<file path="config.mk">
export PLATFORM = sky130hd
export DESIGN_NAME = manchester_frame_rx
export DESIGN_NICKNAME = d
export VERILOG_FILES = /design/src/rtl/manchester_frame_rx.sv
export SDC_FILE = /design/constraint.sdc
export NUM_CORES = 1
export LEC_CHECK = 0
export CAP_MARGIN = 20
export CORE_MARGIN = 2
export CORE_UTILIZATION = 60
export CTS_CLUSTER_SIZE = 24
export DETAILED_ROUTE_END_ITERATION = 10
export GPL_TIMING_DRIVEN = 0
export HOLD_SLACK_MARGIN = 0.1
export PLACE_DENSITY = 0.8
export SLEW_MARGIN = 20
export SYNTH_ARGS = -nofsm -noshare
export SYNTH_HDL_FRONTEND = slang
export SYNTH_SLANG_ARGS = --single-unit
</file>
<file path="constraint.sdc">
create_clock -name clk -period 3.9 [get_ports clk]
set_input_delay 0.78 -clock clk [delete_from_list [all_inputs] [get_ports clk]]
set_output_delay 0.78 -clock clk [all_outputs]
set_load 0.1 [all_outputs]
</file>
<file path="src/rtl/manchester_frame_rx.sv">
// Manchester receiver: samples sig_in once per recovered half-bit, pairs halves into bits,
// hunts for SYNC_WORD and deframes FRAME_BYTES bytes MSB-first with strobed outputs.
module manchester_frame_rx #(
    parameter logic [7:0]  SYNC_WORD   = 8'hA5,
    parameter int          FRAME_BYTES = 4,
    parameter logic [31:0] TIMEOUT     = 32'd2_000_000
) (
    input  logic       clk,
    input  logic       rst_n,
    input  logic       sig_in,
    input  logic       sync_clk,
    output logic [7:0] data_out,
    output logic       data_valid,
    output logic       frame_start,
    output logic       frame_done,
    output logic       code_err,
    output logic       locked
);

    typedef enum logic {HUNT, DATA} state_t;

    state_t      state;
    logic        sig_s1, sig_s2, sync_s1, sync_s2;
    logic        phase, first;
    // Only the newest 7 bits are kept; the 8th comes from the bit being decoded.
    logic [6:0]  hunt_sr, rx_sr;
    logic [2:0]  bit_cnt;
    logic [7:0]  byte_cnt;
    logic [31:0] idle_cnt;

    logic       half_tick, sample;
    logic [7:0] hunt_next, rx_next;
    logic [8:0] byte_nxt;

    assign half_tick = sync_s1 & ~sync_s2;
    assign sample    = sig_s2;
    assign hunt_next = {hunt_sr, first};
    assign rx_next   = {rx_sr, first};
    assign byte_nxt  = {1'b0, byte_cnt} + 9'd1;

    always_ff @(posedge clk or negedge rst_n) begin
        if (!rst_n) begin
            sig_s1      <= 1'b0;
            sig_s2      <= 1'b0;
            sync_s1     <= 1'b0;
            sync_s2     <= 1'b0;
            state       <= HUNT;
            phase       <= 1'b0;
            first       <= 1'b0;
            hunt_sr     <= '0;
            rx_sr       <= '0;
            bit_cnt     <= '0;
            byte_cnt    <= '0;
            idle_cnt    <= '0;
            data_out    <= '0;
            data_valid  <= 1'b0;
            frame_start <= 1'b0;
            frame_done  <= 1'b0;
            code_err    <= 1'b0;
            locked      <= 1'b0;
        end else begin
            sig_s1      <= sig_in;
            sig_s2      <= sig_s1;
            sync_s1     <= sync_clk;
            sync_s2     <= sync_s1;
            data_valid  <= 1'b0;
            frame_start <= 1'b0;
            frame_done  <= 1'b0;
            code_err    <= 1'b0;

            if (half_tick) begin
                idle_cnt <= '0;
                if (!phase) begin
                    first <= sample;
                    phase <= 1'b1;
                end else if (first == sample) begin
                    // Invalid pair: slip by one half-bit, keeping this sample as the new first half.
                    code_err <= 1'b1;
                    first    <= sample;
                    if (state == DATA) begin
                        state   <= HUNT;
                        locked  <= 1'b0;
                        hunt_sr <= '0;
                        rx_sr   <= '0;
                    end
                end else begin
                    phase <= 1'b0;
                    if (state == HUNT) begin
                        hunt_sr <= hunt_next[6:0];
                        if (hunt_next == SYNC_WORD) begin
                            state       <= DATA;
                            locked      <= 1'b1;
                            frame_start <= 1'b1;
                            bit_cnt     <= '0;
                            byte_cnt    <= '0;
                        end
                    end else begin
                        rx_sr <= rx_next[6:0];
                        if (bit_cnt == 3'd7) begin
                            bit_cnt    <= '0;
                            data_out   <= rx_next;
                            data_valid <= 1'b1;
                            if (byte_nxt == 9'(FRAME_BYTES)) begin
                                frame_done <= 1'b1;
                                state      <= HUNT;
                                locked     <= 1'b0;
                                hunt_sr    <= '0;
                                byte_cnt   <= '0;
                            end else begin
                                byte_cnt <= byte_nxt[7:0];
                            end
                        end else begin
                            bit_cnt <= bit_cnt + 3'd1;
                        end
                    end
                end
            end else if (idle_cnt == TIMEOUT - 32'd1) begin
                // Line went quiet: drop lock silently and restart pairing from scratch.
                state   <= HUNT;
                phase   <= 1'b0;
                hunt_sr <= '0;
                rx_sr   <= '0;
                locked  <= 1'b0;
            end else begin
                idle_cnt <= idle_cnt + 32'd1;
            end
        end
    end

endmodule

</file>
Word level (Yosys, flattened, before mapping)

Cells that the tools add are included.
W data, S select, Z words.

Output and inout bits: 13
Input port bits: 4
Flip-flop bits (word level): 77

Add/subtract/negate cells: 3
Muxes and demuxes: 59
Reductions and logical operators: 10
Bitwise gates (word level): 3
Eq/ne operators: 14

Operators with widths:

| kind                    | count |
|---|---|
| $mux W7                 | 12 |
| $mux W32                | 2 |
| $mux W1                 | 38 |
| $add A32 B1 Y32 const B | 1 |
| $eq A32 B21 Y1 const B  | 1 |
| $mux W8                 | 4 |
| $reduce_and A5 Y1       | 3 |
| $add A8 B1 Y9 const B   | 1 |
| $eq A9 B3 Y1 const B    | 1 |
| $mux W3                 | 3 |
| $eq A8 B8 Y1 const B    | 1 |
| $ne A4 B2 Y1 const B    | 2 |
| $ne A2 B2 Y1 const B    | 3 |
| $reduce_and A6 Y1       | 1 |
| $ne A2 B1 Y1 const B    | 2 |
| $reduce_and A2 Y1       | 2 |
| $reduce_and A4 Y1       | 1 |
| $reduce_bool A2 Y1      | 2 |
| $add A3 B1 Y3 const B   | 1 |
| $eq A3 B3 Y1 const B    | 1 |
| $ne A3 B2 Y1 const B    | 1 |
| $ne A3 B3 Y1 const B    | 1 |
| $reduce_and A3 Y1       | 1 |
| $not A1 Y1              | 2 |
| other kinds (2)         | 2 |

Depth between registers and ports, before layout

Depth after elaboration: 8
Gate-level depth with buffers: 8
Gate-level depth less buffers: 7

Worst setup path before layout

No wires, ideal clock.

Path type: reg-to-reg
Start point: register idle_cnt[8]
End point: register idle_cnt[1]
Slack: 1.939 ns
Stages on the path, launching flop included: 7
Arrival: 1.830 ns
Cells stage by stage: dfrtp_1 or4_4 or3_1 nor3_2 buf_4 mux2i_1 nor2_1

Cells in the longest elaborated chain, start to end: 2

RTL lines:

| what                   | line | text |
|---|---|---|
| from (decl)            | 29   | `logic [31:0] idle_cnt;` |
| from (signal assigned) | 125  | `idle_cnt <= idle_cnt + 32'd1;` |
| $eq A32 B21 Y1         | 117  | `end else if (idle_cnt == TIMEOUT - 32'd1) begin` |
| $ne A2 B2 Y1 (no line) | --   |  |

No other way between the ends.
A chain may end at the register's enable or synchronous reset.

Worst setup path after layout

Start point: register data_out[1]
End point: output data_out[1]

RTL lines:

| what                   | line | text |
|---|---|---|
| from (decl)            | 12   | `output logic [7:0] data_out,` |
| from (signal assigned) | 101  | `data_out <= rx_next;` |

No word-level cell between the ends.

==> results.md <==
- Xor/xnor share of the synthesized area: 0.05954
- Largest net degree at the start of global routing: 53
- Yosys cell types: 45
- First-pass GRT wire length: between 10000 and 15000 um
- GP Congestion: 0.8354
- Layout cells sized above 1: 0.06700
- Crit path time final: 2656 ps
- Die Span X: 82.29 um
- Area share of the largest cell type after synthesis: 0.5240
- Mapped Avg Cell Area: a little under 10 um^2
- Synth area leader: dfrtp_1
- Clk sinks: 77
- Largest family of logic cells by synthesized area: simple AND/OR/NAND/NOR gates
- Worst setup EP type: output pin
- P_leak: 1.817 nW
- CTS Hold Buffers Added: 0
- Post-route ant nets: 0
- Filler cells: 456
- Via/cell ratio: 5.950
- Mapped Area: around 3700 um^2
- Post-route cell area: between 4000 and 5000 um^2
- P&R area growth vs syn: 12.73%
- Core area: just under 6000 um^2
- Number of flops mapped to enable cells by yosys: 0
- VDD IR max: 0.2513 mV
- Worst skew pair latency: 350 ps
- Initial Util: 0.6211
- Crit path buffers/inverters: 1
- Row count: 28
- Worst min-delay path category: in2async
- TritonCTS Buffers: 9
- Net Count, Synth: 381
- Yosys Warn Count: 0
- Delay of the slowest cell on the worst path: 1140 ps
- Sequential share of the synthesized area: 0.5240
- Synth area leaders: dfrtp_1 (52%), nand2_1 (4.6%), xnor2_1 (4.5%)
- Dpl ws: 1429 ps
- Final worst path period share: 0.6810
- Pins Over Slew Limit: 0
- Post-CTS sizing: 0
- Int Power: 1.210 mW
- Fraction of synthesis flops using an asynchronous set or reset pin: 1.000
- Critical Path RT: 3120 ps
- Clock network power share: 0.355
- Status: completed
- Clk buf depth: 2
- Worst path slowest cell: clkdlybuf4s50_1
- Die area: 6771 um^2
- Worst-margin pin slew: 968.2 ps
- Post-DP Area: 3956 um^2
- Commonest non-fill, non-tap cell in the layout: dfrtp_1
- Initial antenna violation count: 0
- Root Buffer: clkbuf_8
- Drt drc: 0
- Ant diodes: 0
- Startpoint types: flop
- GRT overflow: 0
- Final Util: 0.7001
- IO Count: 17
- Global-route usage over all layers: 0.2512
- Worst slew margin: 0.3525
- IO Port Bufs: 16
- Commonest non-fill, non-tap cells in the layout: dfrtp_1 (77), nand2_1 (45), nor2_1 (36)
- #FFs+latches synth: 77
- Synth Area in Simple Gates: 0.2457
- Compound-cell area share of the yosys netlist: 0.09459
- DP HPWL: 5224 um
- Final Hold Fails: 0
- Drt first pass iters: 4
- CTS tree: built
- Unrepaired setup endpoints after global routing: false
- Synth Instances: approximately 370
- Gate power share: 0.102
- Post-CTS Setup Inserts: 0
- Synth Area in Adders: 0.02042
- H-tree depth: 3
- FMAX: 0.3765 GHz
- Fin nets: just over 400
- Routed vias: 2844
- Switching share of total power: 0.2735
- Vias in the first global route: roughly 2900
- Slack of the critical path: 1244 ps
- Maxcap violations: 0
- PD cells: 401.7 nW/um^2
- Area of the multi-input gates: 1660 um^2
- Sw Pwr: 0.4555 mW
- Worst-path maximum fanout: 2
- Top_reg_cell synth: dfrtp_1
- Crit path max-delay family: buffers and inverters
- Crit Path Category: reg2out
- Crit path DAT: around 1900 ps
- Wire per inst: 15.58 um
- Clock transition at path regs: roughly 80 ps
- Final Routed Wirelength: around 7400 um
- Storage element area: 1927 um^2
- Flop pwr share: 0.543
- Endpoints failing setup: 0
- Die Y: 82.29 um
- Layout Skew: 8.092 ps
- DRT iter0 DRCs: 96
- Worst-path cell chain: clkdlybuf4s50_1
- Post-synthesis mux area share: 0.03130
## power by group through the flow
stage	Clock [mW]	Sequential [mW]	Combinational, mW
after floorplan	0	0.918	0.105
final	0.591	0.904	0.170
after global placement	0	0.914	0.161
after CTS	0.600	0.904	0.174
after detailed placement	0	0.920	0.171
after global routing	0.631	0.916	0.193
## cells in the mapped netlist (5+ instances only)
cell      number
a21oi_1       12
and3_1         7
and4_1         7
clkbuf_1       9
dfrtp_1       77
ha_1           6
inv_1         13
mux2i_1        7
nand2_1       45
nand3_1       15
nand4_1        6
nor2_1        36
nor3_1        14
nor4_1        11
o21ai_0       17
o21ai_1       10
o31ai_1        5
or3_1          6
xnor2_1       19
xor2_1         6
## metal layers
layer / wire length, um / share of wire / GRT usage
met1: 3253 / 0.44 / 0.3027
met2: 3702 / 0.50 / 0.4234
met3: 253 / 0.034 / 0.04565
met4: 237 / 0.032 / 0.1417
met5: 0 / 0 / 0
## final cells by class
class	count	area share
Inverter	13	0.01177
Multi-Input combinational cell	271	0.4005
Sequential cell	77	0.4648
Clock buffer	9	0.02988
Tap cell	75	0.02264
Timing Repair Buffer	17	0.04467
Clock inverter	6	0.01570
Buffer	10	0.009961
## stage by stage
step	cells	power [mW]	hold slack (ps)	TNS (ps)
floorplan	371	1.023	331.2	0
global placement	462	1.075	368.0	-42090
detailed placement	463	1.091	375.0	0
CTS	478	1.679	330.3	0
global route	478	1.741	343.5	0
finish	478	1.665	326.7	0
## flip-flops by register name, summed over array words and instances, names as in the netlist, 3 cells and up
name      flops
idle_cnt     32
data_out      8
byte_cnt      8
bit_cnt       3
hunt_sr       7
rx_sr         7
## path summary, 6_finish.rpt
path,start,endpoint,slack (ps),cells after the start
setup reg to reg,first,hunt_sr[4],1360,6
setup / recovery,data_out[1],data_out[1],1240,1
max in group asynchronous,rst_n,idle_cnt[21],3010,2
hold / removal,rst_n,hunt_sr[3],330,1
min in group clk,sig_s1,sample,390,0
hold reg to reg,sig_s1,sample,390,0
## logic make-up (layout without fill, tap and decap cells)
family | Yosys count | count (layout)
AO/OA/AOI/OAI | 58 | 58
XOR/XNOR | 25 | 25
adder cells (fa/ha/maj) | 6 | 6
buffers and inverters | 23 | 55
flip-flops | 77 | 77
multiplexers | 11 | 11
AND/OR/NAND/NOR | 171 | 171
Power figures use the tool's default switching activity.
